===== src/rtl/bcd7_scan_if.sv =====
// Display-word and pin bundle between the BCD7 register block and the scan driver.
// master = register/software side, slave = the scan driver.
interface bcd7_scan_if;
    logic [11:0] disp_word;
    logic        raw_mode;
    logic [3:0]  an;
    logic [7:0]  seg;
    logic        frame_tick;

    modport master (output disp_word, raw_mode, input an, seg, frame_tick);
    modport slave  (input disp_word, raw_mode, output an, seg, frame_tick);
endinterface


===== src/rtl/bcd7_scan.sv =====
// 4-digit common-anode 7-segment driver: hex scan of a frame-coherent snapshot
// with leading-zero blanking, or raw pass-through of anode/segment bits.
module bcd7_scan #(
    parameter int unsigned SCAN_DIV = 100000,
    parameter int unsigned LZ_BLANK = 1
) (
    input  logic         clk,
    input  logic         reset,
    bcd7_scan_if.slave   bus
);
    localparam int unsigned PW = (SCAN_DIV > 2) ? $clog2(SCAN_DIV) : 1;
    localparam logic [PW-1:0] PRESC_LAST = PW'(SCAN_DIV - 1);

    localparam logic [1:0] IDX_D0 = 2'd0;
    localparam logic [1:0] IDX_D1 = 2'd1;
    localparam logic [1:0] IDX_D2 = 2'd2;
    localparam logic [1:0] IDX_D3 = 2'd3;

    logic [PW-1:0] presc_q, presc_d;
    logic [1:0]    idx_q, idx_d;
    logic [11:0]   snap_q, snap_d;
    logic          frame_q, frame_d;
    logic [3:0]    an_q, an_d;
    logic [7:0]    seg_q, seg_d;

    logic          scan_tick;
    logic [3:0]    nib;
    logic          blank;

    // Hex nibble to active-low g..a pattern.
    function automatic logic [6:0] decode(input logic [3:0] n);
        case (n)
            4'h0: decode = 7'h40;
            4'h1: decode = 7'h79;
            4'h2: decode = 7'h24;
            4'h3: decode = 7'h30;
            4'h4: decode = 7'h19;
            4'h5: decode = 7'h12;
            4'h6: decode = 7'h02;
            4'h7: decode = 7'h78;
            4'h8: decode = 7'h00;
            4'h9: decode = 7'h10;
            4'hA: decode = 7'h08;
            4'hB: decode = 7'h03;
            4'hC: decode = 7'h46;
            4'hD: decode = 7'h21;
            4'hE: decode = 7'h06;
            default: decode = 7'h0E;
        endcase
    endfunction

    always_comb begin
        scan_tick = (presc_q == PRESC_LAST);
        presc_d   = scan_tick ? '0 : presc_q + 1'b1;
        idx_d     = scan_tick ? idx_q + 2'd1 : idx_q;
        frame_d   = scan_tick && (idx_q == IDX_D3);
        snap_d    = frame_d ? bus.disp_word : snap_q;

        // Slot decode works on the snapshot only, so mid-frame writes never tear.
        nib   = 4'h0;
        blank = 1'b1;
        an_d  = 4'hF;
        case (idx_q)
            IDX_D0: begin
                nib   = snap_q[3:0];
                blank = 1'b0;
                an_d  = 4'b1110;
            end
            IDX_D1: begin
                nib   = snap_q[7:4];
                blank = (LZ_BLANK != 0) && (snap_q[11:8] == 4'h0) && (snap_q[7:4] == 4'h0);
                an_d  = 4'b1101;
            end
            IDX_D2: begin
                nib   = snap_q[11:8];
                blank = (LZ_BLANK != 0) && (snap_q[11:8] == 4'h0);
                an_d  = 4'b1011;
            end
            default: begin
                nib   = 4'h0;
                blank = 1'b1;
                an_d  = 4'hF;
            end
        endcase

        seg_d = {1'b1, decode(nib)};
        if (blank) begin
            an_d  = 4'hF;
            seg_d = 8'hFF;
        end

        if (bus.raw_mode) begin
            an_d  = bus.disp_word[11:8];
            seg_d = bus.disp_word[7:0];
        end
    end

    always_ff @(posedge clk) begin
        if (reset) begin
            presc_q <= '0;
            idx_q   <= IDX_D0;
            snap_q  <= 12'h000;
            frame_q <= 1'b0;
            an_q    <= 4'hF;
            seg_q   <= 8'hFF;
        end else begin
            presc_q <= presc_d;
            idx_q   <= idx_d;
            snap_q  <= snap_d;
            frame_q <= frame_d;
            an_q    <= an_d;
            seg_q   <= seg_d;
        end
    end

    assign bus.an         = an_q;
    assign bus.seg        = seg_q;
    assign bus.frame_tick = frame_q;
endmodule


===== src/flat_wrapper.sv =====
// flat-port wrapper written by rule: the top's interface ports become plain ports
module bcd7_scan_flat 
#(
    parameter int unsigned SCAN_DIV = 100000,
    parameter int unsigned LZ_BLANK = 1
)
  (clk, reset, bus_disp_word, bus_raw_mode, bus_an, bus_seg, bus_frame_tick);
  bcd7_scan_if bus_i ();
  input  logic clk;
  input  logic reset;
  input wire logic [$bits(bus_i.disp_word)-1:0] bus_disp_word;
  input wire logic [$bits(bus_i.raw_mode)-1:0] bus_raw_mode;
  output wire logic [$bits(bus_i.an)-1:0] bus_an;
  output wire logic [$bits(bus_i.seg)-1:0] bus_seg;
  output wire logic [$bits(bus_i.frame_tick)-1:0] bus_frame_tick;
  assign bus_i.disp_word = bus_disp_word;
  assign bus_i.raw_mode = bus_raw_mode;
  assign bus_an = bus_i.an;
  assign bus_seg = bus_i.seg;
  assign bus_frame_tick = bus_i.frame_tick;
  bcd7_scan #(.SCAN_DIV(SCAN_DIV), .LZ_BLANK(LZ_BLANK)) u_core (.clk(clk), .reset(reset), .bus(bus_i));
endmodule

===== config.mk =====
export PLATFORM = sky130hd
export DESIGN_NAME = bcd7_scan_flat
export DESIGN_NICKNAME = d
export VERILOG_FILES = /design/src/rtl/bcd7_scan_if.sv /design/src/rtl/bcd7_scan.sv /design/src/flat_wrapper.sv
export SDC_FILE = /design/constraint.sdc
export NUM_CORES = 1
export LEC_CHECK = 0
export ABC_AREA = 1
export CAP_MARGIN = 20
export CORE_MARGIN = 2
export CORE_UTILIZATION = 60
export CTS_CLUSTER_DIAMETER = 80
export DETAILED_ROUTE_END_ITERATION = 8
export PLACE_DENSITY = 0.87
export SETUP_SLACK_MARGIN = 0.1
export SLEW_MARGIN = 40
export SYNTH_ARGS = -nofsm -noshare
export SYNTH_HDL_FRONTEND = slang
export SYNTH_SLANG_ARGS = --single-unit

===== constraint.sdc =====
create_clock -name clk -period 4.7 [get_ports clk]
set_input_delay 1.175 -clock clk [delete_from_list [all_inputs] [get_ports clk]]
set_output_delay 1.175 -clock clk [all_outputs]
set_load 0.01 [all_outputs]

==> results of run 1 <==
-- report_power, final --
group | leakage [nW] | internal, mW | total [mW] | switching [mW]
Clock | 0.0445 | 0.119 | 0.247 | 0.128
Combinational | 0.803 | 0.0279 | 0.0540 | 0.0261
Sequential | 0.358 | 0.381 | 0.384 | 0.00294
-- sequential cells by signal (all words and copies together), names as in the netlist --
signal and count:
u_core.bus.seg 8, u_core.snap_q 12, u_core.bus.an 4, u_core.presc_q 17, u_core.bus.frame_tick 1, u_core.idx_q 2
-- critical path, delay by kind of cell --
kind	cells	cell delay, ps
simple gates	3	380
buf+inv	3	890
compound gates	1	380
-- placed cells by master, fill, tap and decap left out, drive strengths merged --
cell type      netlist  final
clkdlybuf4s50        0     27
xor2                 3      3
o21ai                4      4
dfxtp               44     44
and2                 1      1
nand3b               1      1
inv                 52     52
nand2               89     89
and3                 1      1
o21bai               1      1
or2                  1      1
clkbuf               0      7
clkinvlp             0      1
ha                  12     12
a21oi               13     13
a22oi                1      1
nor3                 8      8
nor2                70     70
nand4               20     20
nand3               32     32
-- worst max path at each step --
stage                                              end  slack [ps]  cells after the start  startpoint
final                     u_core.bus.seg[1]$_SDFF_PP1_        2080                      7       reset
after detailed placement  u_core.bus.seg[3]$_SDFF_PP1_        1810                      7       reset
after CTS                 u_core.bus.seg[3]$_SDFF_PP1_        2130                      7       reset
after global routing      u_core.bus.seg[3]$_SDFF_PP1_        1930                      7       reset
after floorplan           u_core.bus.seg[3]$_SDFF_PP1_        2700                      6       reset
after global placement    u_core.bus.seg[3]$_SDFF_PP1_        1860                      7       reset
-- final cells by class --
cell class / instances / area, µm²
clock inverters: 1 / 7.507
flip-flops and latches: 44 / 880.8
fillers: 312 / 985.9
clock buffers: 7 / 86.33
multi-input cells: 257 / 1257
repair buffers: 27 / 270.3
inverters: 52 / 195.2
well taps: 48 / 60.06
-- metrics by stage --
stage,power (mW),hold WS [ps],util (%),area [µm²]
after global placement,0.4456,426.2,71.16,2664
after detailed placement,0.4464,444.2,71.16,2664
after global routing,0.7115,489.3,73.66,2758
final,0.6851,454.4,73.66,2758
after CTS,0.6932,458.4,73.66,2758
after floorplan,0.4161,417.5,-,2380
-- routing by layer --
layer / wire (µm) / up-vias
li1: - / 1191
met1: 2275 / 1048
met2: 2727 / 78
met3: 310 / 7
met4: 65 / 0
met5: 0 / -
-- logic make-up (layout without fill, tap and decap cells) --
kind of cell	Yosys count	after routing
fa+ha+maj	12	12
compound gates	19	19
simple gates	223	223
xor+xnor	3	3
buf+inv	60	87
flops	44	44
==> impl_metrics.ini, run 1 <==
[run_status]
status = finished clean

[setup_path]
crit_required_ps = 4900
cp-start-kind = primary input
worstPathArrival_ps = 2830
r2r_end = u_core.bus.seg[3]$_SDFF_PP1_
reg2reg_depth = 13
worst_setup_path_end_kind = flop
critPathMaxFanout = 16
cp_cell_sequence = clkdlybuf4s50_1 -> inv_1 -> nand3_1 -> a21oi_1 -> nand3_1 -> nand2_1 -> inv_1
regToRegStartpoint = u_core.idx_q[0]$_SDFFE_PP0P_
slowest_delay_ps = 450
r2r_slack_ps = 2550
critPathSlowestCell = clkdlybuf4s50_1
crit_type = in2reg

[min_path]
hold_end = u_core.presc_q[0]$_SDFF_PP0_
hold_depth = 1
hold_start = u_core.presc_q[0]$_SDFF_PP0_
hold_path_class = reg2reg

[global_routing]
grt_util_met1_pct = 29.93
grtUsageMet3_pct = 5.574
grt_start_max_net_pins = 20
grt_pass1_vias = 2076
grt_first_pass_wirelength_um = 8873
top_usage_layer = met2
grt_use_total_pct = 26.04
met2_usage_pct = 47.63
gr-total-overflow = 0
antenna_found_initial = 0

[clocking]
cts_made_buffers = 5
ctsHoldBuffers = 0
cts_resized = 0
cts_buffer_depth = 2
cts.sinks = 44
path_clk_slew_ps = 80
cts_setup_buffers = 0
htreeDepth = 2
cts_tree = done
clock_latency_ps = 300
cts_root_buf = clkbuf_8

[routing]
vias_per_cell = 5.330
vias = 2324
drt_iter0_markers = 232
drt-wirelength-per-cell_um = 12.33
drt_pass1_iterations = 5
ant_nets = 0
route.detailed.drc = 0
drt-total-wl_um = 5377

[layout]
area_delta_synth_final_pct = 15.88
final_cells = 436
num-nets-final = 414
diodes = 0
drive_above_1_share_pct = 3.351

[logic_synthesis]
ys.flop_type = dfxtp_1
synth_xor_area_share_pct = 1.104
synthAdderAreaFrac_pct = 6.309
async_flop_share_pct = 0
synthSimpleGateAreaFrac_pct = 41.22
synth_area_um2 = 2380
synth_compound_gate_area_share_pct = 4.206
synth.area.top_cells = dfxtp_1, nand2_1, nor2_1
synth_edf_count = 0
synth_cells = 361
synth_mux_area_share_pct = 0
synth_largest_area_cell = dfxtp_1
synth_top_area_share_pct = 37.01
ys_warn_count = 0
ys_seq_area_share_pct = 37.01
synth_top_family_by_area = simple AND/OR/NAND/NOR gates
synth_cell_types = 24
synthTopCellsByCount = nand2_1, nor2_1, inv_1
synth_nets = 388
ys_ff_latch = 44
avgSynthCellArea_um2 = 6.592
synthMostInstantiatedCell = nand2_1

[sta]
tightest_slew_ps = 588.6
setup_viol_count_final = 0
fin_crit_ps = 2625
clock-skew-final_ps = 6.433
hold_viol_final = 0
slew_violations = 0
slew_headroom_pct = 60.62
finalSetupTns_ps = 0
max_freq_mhz = 381.0
period_share_pct = 55.84
setup_ws_ps = 2075
rsz0062_at_grt = false

[die]
die_y_um = 66.98
die_width_um = 66.98
ioPinCount = 28
dieArea_um2 = 4486
fp-row-count = 22
initial_core_util_pct = 63.57
coreArea_um2 = 3744

[placement]
io_buffers = 27
dp_slack_ps = 1809
place_congestion = 0.9369
dpl.hpwl_um = 3989
dp.cells = 428

[pwr]
max-vdd-ir-drop_uv = 197.7
leakage_nw = 1.206
powerDensity_nw_per_um2 = 248.4

[flow_run]
cap_violations = 0
(Power assumes the default switching activity.)
==> inputs of run 2 (changes only) <==
--- a/config.mk
+++ b/config.mk
@@ -8,10 +8,10 @@
 export ABC_AREA = 1
 export CAP_MARGIN = 20
 export CORE_MARGIN = 2
-export CORE_UTILIZATION = 60
+export CORE_UTILIZATION = 50
 export CTS_CLUSTER_DIAMETER = 80
 export DETAILED_ROUTE_END_ITERATION = 8
-export PLACE_DENSITY = 0.87
+export PLACE_DENSITY = 0.77
 export SETUP_SLACK_MARGIN = 0.1
 export SLEW_MARGIN = 40
 export SYNTH_ARGS = -nofsm -noshare
==> constraint.sdc (replaced) <==
create_clock -name clk -period 2.24 [get_ports clk]
set_input_delay 0.56 -clock clk [delete_from_list [all_inputs] [get_ports clk]]
set_output_delay 0.56 -clock clk [all_outputs]
set_load 0.01 [all_outputs]
==> run 2 against run 1 <==
Effect of this change: final area is 3.4% higher; first-iteration DRC count down 14%; combinational power rose by 110%; sequential share of layout area is 0.98 points lower; clock-buffer cell count down 2; sequential power up 110%; worst setup slack worse by 1700 ps; critical path type is now reg2reg.
==> impl_metrics.ini, run 2 (synthesis results as in run 1) <==
[setup_path]
r2r_slack_ps = 340
critPathSlowestCell = dfxtp_2
worstPathArrival_ps = 2110
cp_top_family = simple AND/OR/NAND/NOR gates
crit_type = reg2reg
worst_setup_path_end_kind = flop
reg2reg_depth = 13
critPathMaxFanout = 6
slowest_delay_ps = 370
crit_buf_inv = 4
regToRegStartpoint = u_core.idx_q[1]$_SDFFE_PP0P_
cp_cell_sequence = inv_1 -> ha_1 -> nand2_1 -> nand3_1 -> nand2_2 -> inv_1 -> ha_1 -> inv_1 -> nand3_1 -> nand3_1 -> nand3_1 -> nand2_1 -> inv_1
cp-start-kind = flop
crit_required_ps = 2450
r2r_end = u_core.bus.seg[3]$_SDFF_PP1_

[sta]
tightest_slew_ps = 544.1
clock-skew-final_ps = 6.097
slew_headroom_pct = 63.69
slew_violations = 0
setup_viol_count_final = 0
hold_viol_final = 0
fin_crit_ps = 1902
holdWs_ps = 449.6
max_freq_mhz = 525.7
rsz0062_at_grt = false
setup_ws_ps = 337.8
finalSetupTns_ps = 0
period_share_pct = 84.92

[clocking]
cts_made_buffers = 5
cts_root_buf = clkbuf_8
clock_latency_ps = 300
ctsHoldBuffers = 0
cts_buffer_depth = 2
htreeDepth = 2
path_clk_slew_ps = 90
cts_tree = done
cts.sinks = 44

[pwr]
powerDensity_nw_per_um2 = 540.4
comb_power_share_pct = 7.5
leakage_nw = 1.254
power.internal_mw = 1.196
pwr-share-clk_pct = 40.2
power.switching_mw = 0.3456
power_frac_seq_pct = 52.3
sw_frac_of_total_pct = 22.42
max-vdd-ir-drop_uv = 387.2

[routing]
drt_iter0_markers = 200
drt-total-wl_um = 5481
ant_nets = 0
drt_pass1_iterations = 4
vias = 2266
route.detailed.drc = 0
vias_per_cell = 5.047
drt-wirelength-per-cell_um = 12.21

[die]
ioPinCount = 28
die_width_um = 72.99
initial_core_util_pct = 51.06
die_y_um = 72.99
coreArea_um2 = 4661
fp-row-count = 25
dieArea_um2 = 5328

[layout]
final_core_util_pct = 61.21
area_delta_synth_final_pct = 19.87
drive_above_1_share_pct = 6.835
largest_reg_flops = 17
mostFrequentLayoutCells = nand2_1, nor2_1, inv_1
final_area_um2 = 2853
final_common_cell = nand2_1
num-nets-final = 421
max_flop_register = u_core.presc_q
diodes = 0

[global_routing]
met2_usage_pct = 36.34
grt_first_pass_wirelength_um = 8970
grt_use_total_pct = 21.72
top_usage_layer = met2
gr-total-overflow = 0
grtUsageMet3_pct = 4.420
antenna_found_initial = 0
grt_start_max_net_pins = 18
grt_util_met1_pct = 26.54
grt_pass1_vias = 2048

[placement]
io_buffers = 27
place_congestion = 0.8763
dpl.hpwl_um = 4196
placed_area_um2 = 2716
dp_slack_ps = 185.5

[min_path]
hold_end = u_core.presc_q[0]$_SDFF_PP0_
hold_path_class = reg2reg
hold_depth = 1
hold_start = u_core.presc_q[0]$_SDFF_PP0_

[flow_run]
cap_violations = 0

[run_status]
status = finished clean
==> run 2: cell types whose count changed in the layout (fill, tap and decap cells not counted), moves of 2 or more <==
cell      delta
ha_2         +2
dfxtp_1      -2
ha_1         -2
dfxtp_2      +2
clkinv_4     +2
nand2_2      +2
buf_4        +7
nand2_1      -2
==> run 2: metrics by stage <==
step,total power [mW],cells
6_report,1.542,449
5_1_grt,1.608,449
4_1_cts,1.564,448
3_5_place_dp,0.9402,440
3_3_place_gp,0.9384,440
2_1_floorplan,0.8731,361
==> run 2: power groups by stage <==
stage               clock, mW  combinational [mW]  sequential (mW)
detailed placement          0               0.116            0.824
finish                  0.620               0.116            0.806
CTS                     0.641               0.117            0.806
global placement            0               0.115            0.824
floorplan                   0              0.0426            0.831
global route            0.672               0.129            0.808
==> run 2: final cells by class <==
| type | instances | area, µm² |
|---|---|---|
| tap | 54 | 67.56 |
| inverter | 52 | 195.2 |
| multi-input combinational | 257 | 1267 |
| timing repair buffer | 34 | 322.8 |
| clock buffer | 5 | 68.82 |
| clock inverter | 3 | 47.55 |
| sequential | 44 | 883.3 |
| fill | 429 | 1808 |
==> run 2: worst max path at each step <==
stage / startpoint / endpoint / slack, ps / cells after the start
6_report: u_core.idx_q[1]$_SDFFE_PP0P_ / u_core.bus.seg[3]$_SDFF_PP1_ / 340 / 13
5_1_grt: u_core.idx_q[1]$_SDFFE_PP0P_ / u_core.bus.seg[3]$_SDFF_PP1_ / 130 / 13
4_1_cts: u_core.idx_q[0]$_SDFFE_PP0P_ / u_core.bus.seg[3]$_SDFF_PP1_ / 160 / 13
3_5_place_dp: u_core.idx_q[0]$_SDFFE_PP0P_ / u_core.bus.seg[3]$_SDFF_PP1_ / 190 / 13
3_3_place_gp: u_core.idx_q[0]$_SDFFE_PP0P_ / u_core.bus.seg[3]$_SDFF_PP1_ / 270 / 13
2_1_floorplan: u_core.idx_q[0]$_SDFFE_PP0P_ / u_core.bus.seg[3]$_SDFF_PP1_ / 420 / 13
==> run 2: timing repair <==
item,4_1_cts,5_1_grt
gates resized for setup,0,6
setup buffers,0,1
setup endpoints to repair,0,5
==> run 2: layer usage <==
| metal | part of all wire [%] | wire [µm] | vias up |
|---|---|---|---|
| li1 | - | - | 1205 |
| met1 | 45 | 2471 | 982 |
| met2 | 48 | 2616 | 64 |
| met3 | 4.3 | 237 | 15 |
| met4 | 2.8 | 155 | 0 |
| met5 | 0 | 0 | - |
==> run 2: worst reg2reg max path: cells and delay by family (launching register included) <==
kind	cells	cell delay, ps
and+or+nand+nor	7	620
adders and majority gates	2	550
buffers and inverters	4	260
DFF	1	370
==> inputs of run 3 (changes only) <==
--- a/config.mk
+++ b/config.mk
@@ -8,10 +8,10 @@
 export ABC_AREA = 1
 export CAP_MARGIN = 20
 export CORE_MARGIN = 2
-export CORE_UTILIZATION = 50
+export CORE_UTILIZATION = 55
 export CTS_CLUSTER_DIAMETER = 80
 export DETAILED_ROUTE_END_ITERATION = 8
-export PLACE_DENSITY = 0.77
+export PLACE_DENSITY = 0.81
 export SETUP_SLACK_MARGIN = 0.1
 export SLEW_MARGIN = 40
 export SYNTH_ARGS = -nofsm -noshare
==> constraint.sdc (replaced) <==
create_clock -name clk -period 1.98 [get_ports clk]
set_input_delay 0.495 -clock clk [delete_from_list [all_inputs] [get_ports clk]]
set_output_delay 0.495 -clock clk [all_outputs]
set_load 0.01 [all_outputs]
==> run 3 against run 2 <==
Effect of this change: worst hold slack better by 11 ps; register-to-register slack worse by 140 ps; die area is 8.6% lower; via count is 4.5% higher; final area is 1.4% higher; largest cell class unchanged; largest power group unchanged.
==> impl_metrics.ini, run 3 (synthesis results as in run 1) <==
[run_status]
status = finished clean

[routing]
vias = 2367
ant_nets = 0
drt_iter0_markers = 254
vias_per_cell = 5.272
drt_pass1_iterations = 5
drt-total-wl_um = 5591
drt-wirelength-per-cell_um = 12.45
route.detailed.drc = 0

[sta]
clock-skew-final_ps = 6.379
setup_ws_ps = 194.0
holdWs_ps = 460.7
period_share_pct = 90.20
max_freq_mhz = 559.9
setup_viol_count_final = 0
hold_viol_final = 0
slew_headroom_pct = 61.30
rsz0062_at_grt = false
finalSetupTns_ps = 0
tightest_slew_ps = 579.8
fin_crit_ps = 1786
slew_violations = 0

[layout]
final_common_cell = nand2_1
fill_cells = 360
final_area_um2 = 2894
final_core_util_pct = 70.82
multi_input_area_um2 = 1308
max_flop_register = u_core.presc_q
area_delta_synth_final_pct = 21.61
regArea_um2 = 888.4
num-nets-final = 426
drive_above_1_share_pct = 8.271
mostFrequentLayoutCells = nand2_1, nor2_1, inv_1
diodes = 0
largest_reg_flops = 17

[placement]
dp_slack_ps = -8.538
place_congestion = 0.9459
placed_area_um2 = 2741
dpl.hpwl_um = 4043
io_buffers = 27

[pwr]
max-vdd-ir-drop_uv = 392.6
powerDensity_nw_per_um2 = 549.0
power_frac_seq_pct = 57.2
comb_power_share_pct = 8.5
power.internal_mw = 1.213
sw_frac_of_total_pct = 23.63
pwr-share-clk_pct = 34.4
power.switching_mw = 0.3755
leakage_nw = 1.275

[die]
ioPinCount = 28
coreArea_um2 = 4086
die_width_um = 69.78
initial_core_util_pct = 58.24
die_y_um = 69.78
fp-row-count = 23
dieArea_um2 = 4869

[setup_path]
worstPathArrival_ps = 2020
crit_required_ps = 2220
critPathMaxFanout = 6
cp-start-kind = flop
crit_type = reg2reg
worst_setup_path_end_kind = flop
r2r_slack_ps = 190

[clocking]
htreeDepth = 2
cts_root_buf = clkbuf_8
clock_latency_ps = 300
path_clk_slew_ps = 80
cts_tree = done
cts.sinks = 44
cts_made_buffers = 5
ctsHoldBuffers = 0
cts_buffer_depth = 2

[flow_run]
cap_violations = 0

[min_path]
hold_path_class = reg2reg

[global_routing]
antenna_found_initial = 0
grt_start_max_net_pins = 18
grt_pass1_vias = 2176
grt_use_total_pct = 23.28
grt_first_pass_wirelength_um = 9315
gr-total-overflow = 0
==> run 3: what timing repair did <==
item | in CTS | in global routing
resized for setup | 6 | 10
pin swaps | 1 | 1
setup endpoints to repair | 4 | 7
setup buffers | 2 | 0
==> run 3: final cells by class <==
class,count,area share [%]
inverter,52,6.831
clock buffer,6,2.508
sequential,44,30.70
tap,50,2.162
clock inverter,1,0.1729
timing repair buffer,39,12.45
multi-input combinational,257,45.18
==> run 3: per-layer routing <==
layer,global-route usage (%),share of wire [%],up-vias
li1,-,-,1217
met1,28.52,44,1064
met2,40.32,48,73
met3,4.360,5.0,13
met4,8.761,2.5,0
met5,0,0,-
==> run 3: per-stage QoR <==
step,cells,power (mW)
5_1_grt,449,1.646
2_1_floorplan,361,0.9878
3_5_place_dp,440,1.067
6_report,449,1.589
4_1_cts,449,1.599
3_3_place_gp,440,1.066
==> run 3: worst paths after layout <==
check	from	endpoint	depth (start not counted)
max	u_core.idx_q[1]$_SDFFE_PP0P_	u_core.bus.seg[2]$_SDFF_PP1_	12
min	u_core.presc_q[0]$_SDFF_PP0_	u_core.presc_q[0]$_SDFF_PP0_	1
max reg2reg	u_core.idx_q[1]$_SDFFE_PP0P_	u_core.bus.seg[2]$_SDFF_PP1_	12
min reg2reg	u_core.presc_q[0]$_SDFF_PP0_	u_core.presc_q[0]$_SDFF_PP0_	1
==> run 3: critical path: stages (launching register included) <==
cell and delay (ps):
dfxtp_4 390, inv_2 70, ha_4 180, nand2_1 90
nand3_2 130, nand2_4 110, inv_1 60, ha_1 220
inv_1 80, nand3_1 80, nor2_1 130, nor2_1 60
a21oi_1 120
==> run 3: power groups by stage <==
stage / registers, mW / logic (mW) / clock network [mW]
6_report: 0.908 / 0.135 / 0.546
5_1_grt: 0.911 / 0.148 / 0.588
4_1_cts: 0.911 / 0.136 / 0.552
3_5_place_dp: 0.932 / 0.134 / 0
3_3_place_gp: 0.931 / 0.134 / 0
2_1_floorplan: 0.940 / 0.0482 / 0
==> edit 1 (config.mk and constraints of run 2) <==
`SCAN_DIV` is set to 100000 in 2 places; all go to 200000.
--- a/src/rtl/bcd7_scan.sv
+++ b/src/rtl/bcd7_scan.sv
@@ -3,3 +3,3 @@
 module bcd7_scan #(
-    parameter int unsigned SCAN_DIV = 100000,
+    parameter int unsigned SCAN_DIV = 200000,
     parameter int unsigned LZ_BLANK = 1
--- a/src/flat_wrapper.sv
+++ b/src/flat_wrapper.sv
@@ -3,3 +3,3 @@
 #(
-    parameter int unsigned SCAN_DIV = 100000,
+    parameter int unsigned SCAN_DIV = 200000,
     parameter int unsigned LZ_BLANK = 1
Formal check against the unedited RTL: no difference found for any inputs over 10 cycles, from zero or initial values and one cycle with reset high; that may be too few to reach the edited logic, so the function may still have changed.
==> edit 1 against run 2 <==
Synthesized area shrank 0.32%. Highest routed layer unchanged. Largest cell class unchanged. Sequential share of layout area rose by 1.3 points. Clock power shrank 22%. Power is 7.6% lower. Combinational power about the same. Wire length is 5.9% lower. Largest power group unchanged. Worst setup slack lost 0.067 ns. Sequential cell count is 1 higher. Fmax down 3.4%. Non-clock buffer count decreased by 3. Die area down 0.30%. Final area is 2.0% lower. Synthesized cell count decreased by 6.4%.
==> edit 1: results (changes against run 2) <==
Parameter                              Value

Layout
  Proportion of layout cells with a drive suffix above 1    9.973% (was 6.835%)
  Layout filler cell count    447 (was 429)
  Nets    397 (was 421)
  Number of diodes added for antenna fixing    0 (unchanged)
  Number of flip-flops in the largest register    18 (was 17)

GRT
  Met2 track demand over resource    38.79% (was 36.34%)
  Number of global-route vias before repair    2100 (was 2048)
  Wire length of the first global-routing pass    8873 um (was 8970 um)
  Pin count of the biggest net entering global routing    17 (was 18)
  Global-route usage over all layers    21.31% (was 21.72%)
  GR met1 Demand/Resource    24.57% (was 26.54%)

CTS
  Number of instances resized during post-cts repair    0 (unchanged)

Power
  Max rail drop VDD    321.4 uV (was 387.2 uV)
  P_leak    0.001206 uW (was 0.001254 uW)

Worst setup path
  Arrival time at the worst endpoint    2.16 ns (was 2.11 ns)
  Reg-to-reg slack, setup    0.27 ns (was 0.34 ns)
  Terminus of the critical flop-to-flop path    u_core.bus.seg[0] (was u_core.bus.seg[3])
  Highest fanout seen on the critical path    6 (unchanged)
  Max stage delay cell, worst path    dfxtp_2 (unchanged)

Route
  WL final    5160 um (was 5481 um)
  Wire length on met2    2584 um (was 2616 um)
  Routed length on met3    233 um (was 237 um)
  Wl on met1    2258 um (was 2471 um)
  Final ANT Viol Nets    0 (unchanged)
  First-pass detailed-route iteration total    5 (was 4)
  DRC marker count from the first detailed-route iteration    168 (was 200)
  Routed vias    2166 (was 2266)

Placed design
  Final weighted congestion in routability-driven placement    0.9494 (was 0.8763)
  Post-placement worst setup slack    0.2001 ns (was 0.1855 ns)
  Detailed placer's ending HPWL    4017 um (was 4196 um)

Synth
  Portion of the post-synthesis area used by sequential elements    37.97% (was 37.01%)
  Most frequently used flop master after synthesis    dfxtp_1 (unchanged)
  Synth cell types    32 (was 24)
  Post-synth ARST share    0% (unchanged)
  Post-synth top cells    nand2_1, nor2_1, dfxtp_1, inv_1, nand3_1 (was nand2_1, nor2_1, inv_1, dfxtp_1, nand3_1)
  Post-synth net total    365 (was 388)
  Most area-consuming cells after synthesis    dfxtp_1, nand2_1, nor2_1 (unchanged)

STA
  Worst hold margin    0.4519 ns (was 0.4496 ns)
  Clock Skews    0.007113 ns (was 0.006097 ns)
  Tightest Pin Transition    0.3826 ns (was 0.5441 ns)

Worst hold path
  Source of the worst hold timing path    u_core.presc_q[0] (unchanged)
  Type of the most critical hold path    reg -> reg (unchanged)
  Min-Delay Path Depth    1 (unchanged)

Outcome
  Result of the run    finished, final reports clean (unchanged)
==> edit 1: cell types whose count changed after synthesis, moves of 4 or more <==
cell / before / now
o21ai_0: 4 / 9
nand3_1: 32 / 26
nand2_1: 88 / 70
nand4_1: 20 / 15
nor2_2: 1 / 10
a21oi_1: 13 / 9
nor2_1: 67 / 52
inv_1: 52 / 45
==> edit 1: kinds of logic after synthesis <==
family                   after synthesis  share of synthesized area (%)
buffers and inverters                 53                          8.913
adder cells (fa/ha/maj)               12                          6.329
AO/OA/AOI/OAI                         23                          5.222
AND/OR/NAND/NOR                      199                          39.35
flip-flops                            45                          37.97
XOR/XNOR                               6                          2.215
==> edit 1: metrics by stage <==
step / total power (uW) / utilization, % / instance area (um2) / cells
after floorplan: 892.6 / - / 2372 / 338
after global placement: 958.1 / 58.04 / 2705 / 417
after detailed placement: 959.0 / 58.04 / 2705 / 417
after CTS: 1437 / 59.84 / 2789 / 425
after global routing: 1485 / 60.00 / 2796 / 425
final: 1425 / 60.00 / 2796 / 425
==> edit 1: how the worst max path moves through the flow <==
stage | to | slack (ns) | cells after the start
detailed placement | u_core.bus.seg[0] | 0.20 | 13
CTS | u_core.bus.seg[0] | 0.18 | 13
global placement | u_core.bus.seg[0] | 0.27 | 13
finish | u_core.bus.seg[0] | 0.27 | 13
global route | u_core.bus.seg[0] | 0.07 | 13
floorplan | u_core.bus.seg[3] | 0.41 | 13
==> edit 1: layout make-up <==
cell class                 instances  share of cell area [%]
clock buffer                       7                   2.729
clock inverter                     1                  0.2685
inverter                          47                   6.309
multi-input combinational        240                   45.23
sequential                        45                   32.30
tap                               54                   2.416
timing repair buffer              31                   10.74
==> edit 1: power by group <==
part | switching, uW | internal [uW]
Clock | 265 | 221
Combinational | 56.3 | 60.0
Sequential | 5.73 | 817
Total | 327 | 1100
==> edit 2 (settings of run 2) <==
Without the edit above. Make the reset (`reset`) asynchronous in one clocked block.
--- a/src/rtl/bcd7_scan.sv
+++ b/src/rtl/bcd7_scan.sv
@@ -97,3 +97,3 @@
 
-    always_ff @(posedge clk) begin
+    always_ff @(posedge clk or posedge reset) begin
         if (reset) begin
Formal check against the unedited RTL: differs if reset is asserted again (counterexample within 4 cycles, from zero or initial values and one cycle with reset high); with reset held inactive, the same outputs for 10 cycles.
==> edit 2 against run 2 <==
Core utilization up 1.2 points. Final area up 3.3%. Wire length down 9.5%. Power up 1.0%. Sequential cell count unchanged. Non-clock buffer count down 2. Worst setup slack worse by 0.084 ns. Die area up 2.7%. Clock power up 3%. Sequential power up 1%. Synthesized area up 2.9%.
==> edit 2: results (changes against run 2) <==
Parameter                              Value

Placed design
  Placed standard-cell area    2808 um2 (was 2716 um2)
  Post-placement worst setup slack    0.2189 ns (was 0.1855 ns)

Worst setup path
  Highest fanout seen on the critical path    5 (was 6)
  Terminus of the critical flop-to-flop path    u_core.bus.seg[1] (was u_core.bus.seg[3])
  Worst setup path end    u_core.bus.seg[1] (was u_core.bus.seg[3])
  RR Startpoint    u_core.idx_q[0] (was u_core.idx_q[1])
  Max stage delay cell, worst path    dfrtp_1 (was dfxtp_2)
  Longest individual stage delay on the worst path    0.43 ns (was 0.37 ns)
  Depth of the most critical reg-to-reg path    11 (was 13)
  Reg-to-reg slack, setup    0.25 ns (was 0.34 ns)
  Arrival time at the worst endpoint    2.21 ns (was 2.11 ns)

GRT
  Global-route usage over all layers    20.28% (was 21.72%)
  Number of global-route vias before repair    1939 (was 2048)
  Wire length of the first global-routing pass    8535 um (was 8970 um)
  Pin count of the biggest net entering global routing    19 (was 18)

Power
  Max rail drop VDD    384.3 uV (was 387.2 uV)
  Power consumed by sequential cells    818 uW (was 806 uW)
  Switching power    323.6 uW (was 345.6 uW)
  Sequential Power Share    52.5% (was 52.3%)
  Clock power share    40.9% (was 40.2%)
  P_leak    0.001428 uW (was 0.001254 uW)

STA
  Worst slew margin relative to its limit    57.84% (was 63.69%)

Outcome
  Result of the run    finished, final reports clean (unchanged)

Route
  Vias per cell    4.874 (was 5.047)
  Wirelength per Cell    11.76 um (was 12.21 um)
  DRC marker count from the first detailed-route iteration    89 (was 200)

Worst hold path
  Source of the worst hold timing path    u_core.presc_q[0] (unchanged)
  Worst-case hold path end point    u_core.presc_q[0] (unchanged)

Layout
  Nets    381 (was 421)
  Number of diodes added for antenna fixing    0 (unchanged)
  Proportion of layout cells with a drive suffix above 1    12.68% (was 6.835%)
  Layout filler cell count    407 (was 429)

Synth
  Most area-consuming cells after synthesis    dfrtp_1, nand2_1, dfstp_2 (was dfxtp_1, nand2_1, nor2_1)
  Post-synth ARST share    100.0% (was 0%)
  Most frequently used flop master after synthesis    dfrtp_1 (was dfxtp_1)
  Post-synth net total    346 (was 388)
  Post-synth top cells    nand2_1, nor2_1, inv_1, dfrtp_1, nand3_1 (was nand2_1, nor2_1, inv_1, dfxtp_1, nand3_1)

CTS
  Number of buffers on the longest clock path    2 (unchanged)
-- edit 2: changes by cell type in the layout (fill, tap and decap cells not counted), moves of 6 or more --
cell / before / now
dfrtp_1: 0 / 32
dfstp_2: 0 / 12
dfxtp_1: 42 / 0
inv_1: 52 / 38
nand2_1: 86 / 96
nand3_1: 32 / 26
nand4_1: 20 / 5
nor2_1: 67 / 43
xor2_1: 3 / 10
-- edit 2: logic make-up after synthesis --
group | after synthesis | share of synthesized area (%)
compound gates | 16 | 3.270
buf+inv | 46 | 7.715
xor+xnor | 10 | 3.577
flops | 44 | 45.58
fa+ha+maj | 12 | 6.132
simple gates | 191 | 33.72
-- edit 2: layout make-up --
type,count,area [um2],area share [%]
repair buffers,32,307.8,10.45
flip-flops and latches,44,1116,37.88
inverters,42,163.9,5.563
clock buffers,6,82.58,2.803
well taps,67,83.83,2.845
clock inverters,2,38.79,1.316
multi-input cells,229,1154,39.15
-- edit 2: routing by layer --
layer  share of wire (%)  up-vias  track usage (%)
met4                 1.3        0            6.465
li1                    -     1057                -
met2                  50       40            34.82
met5                   0        -                0
met1                  45      953            25.66
met3                 3.9        7            4.336
-- edit 2: critical path, delay by kind of cell, from the launching register on --
kind | cells | cell delay [ns]
AO/OA/AOI/OAI | 1 | 0.13
AND/OR/NAND/NOR | 6 | 0.62
flip-flops | 1 | 0.43
buffers and inverters | 2 | 0.19
adder cells (fa/ha/maj) | 2 | 0.54
-- edit 2: repair_timing --
action / 4_1_cts / 5_1_grt
endpoints found under the setup margin: 0 / 3
resized for setup: 0 / 4
setup buffers: 0 / 1
-- edit 2: per-stage QoR --
step / instances / hold slack, ns
final: 422 / 0.4706
after global routing: 422 / 0.5036
after CTS: 421 / 0.4777
after detailed placement: 413 / 0.4643
after global placement: 413 / 0.4449
after floorplan: 319 / 0.4282
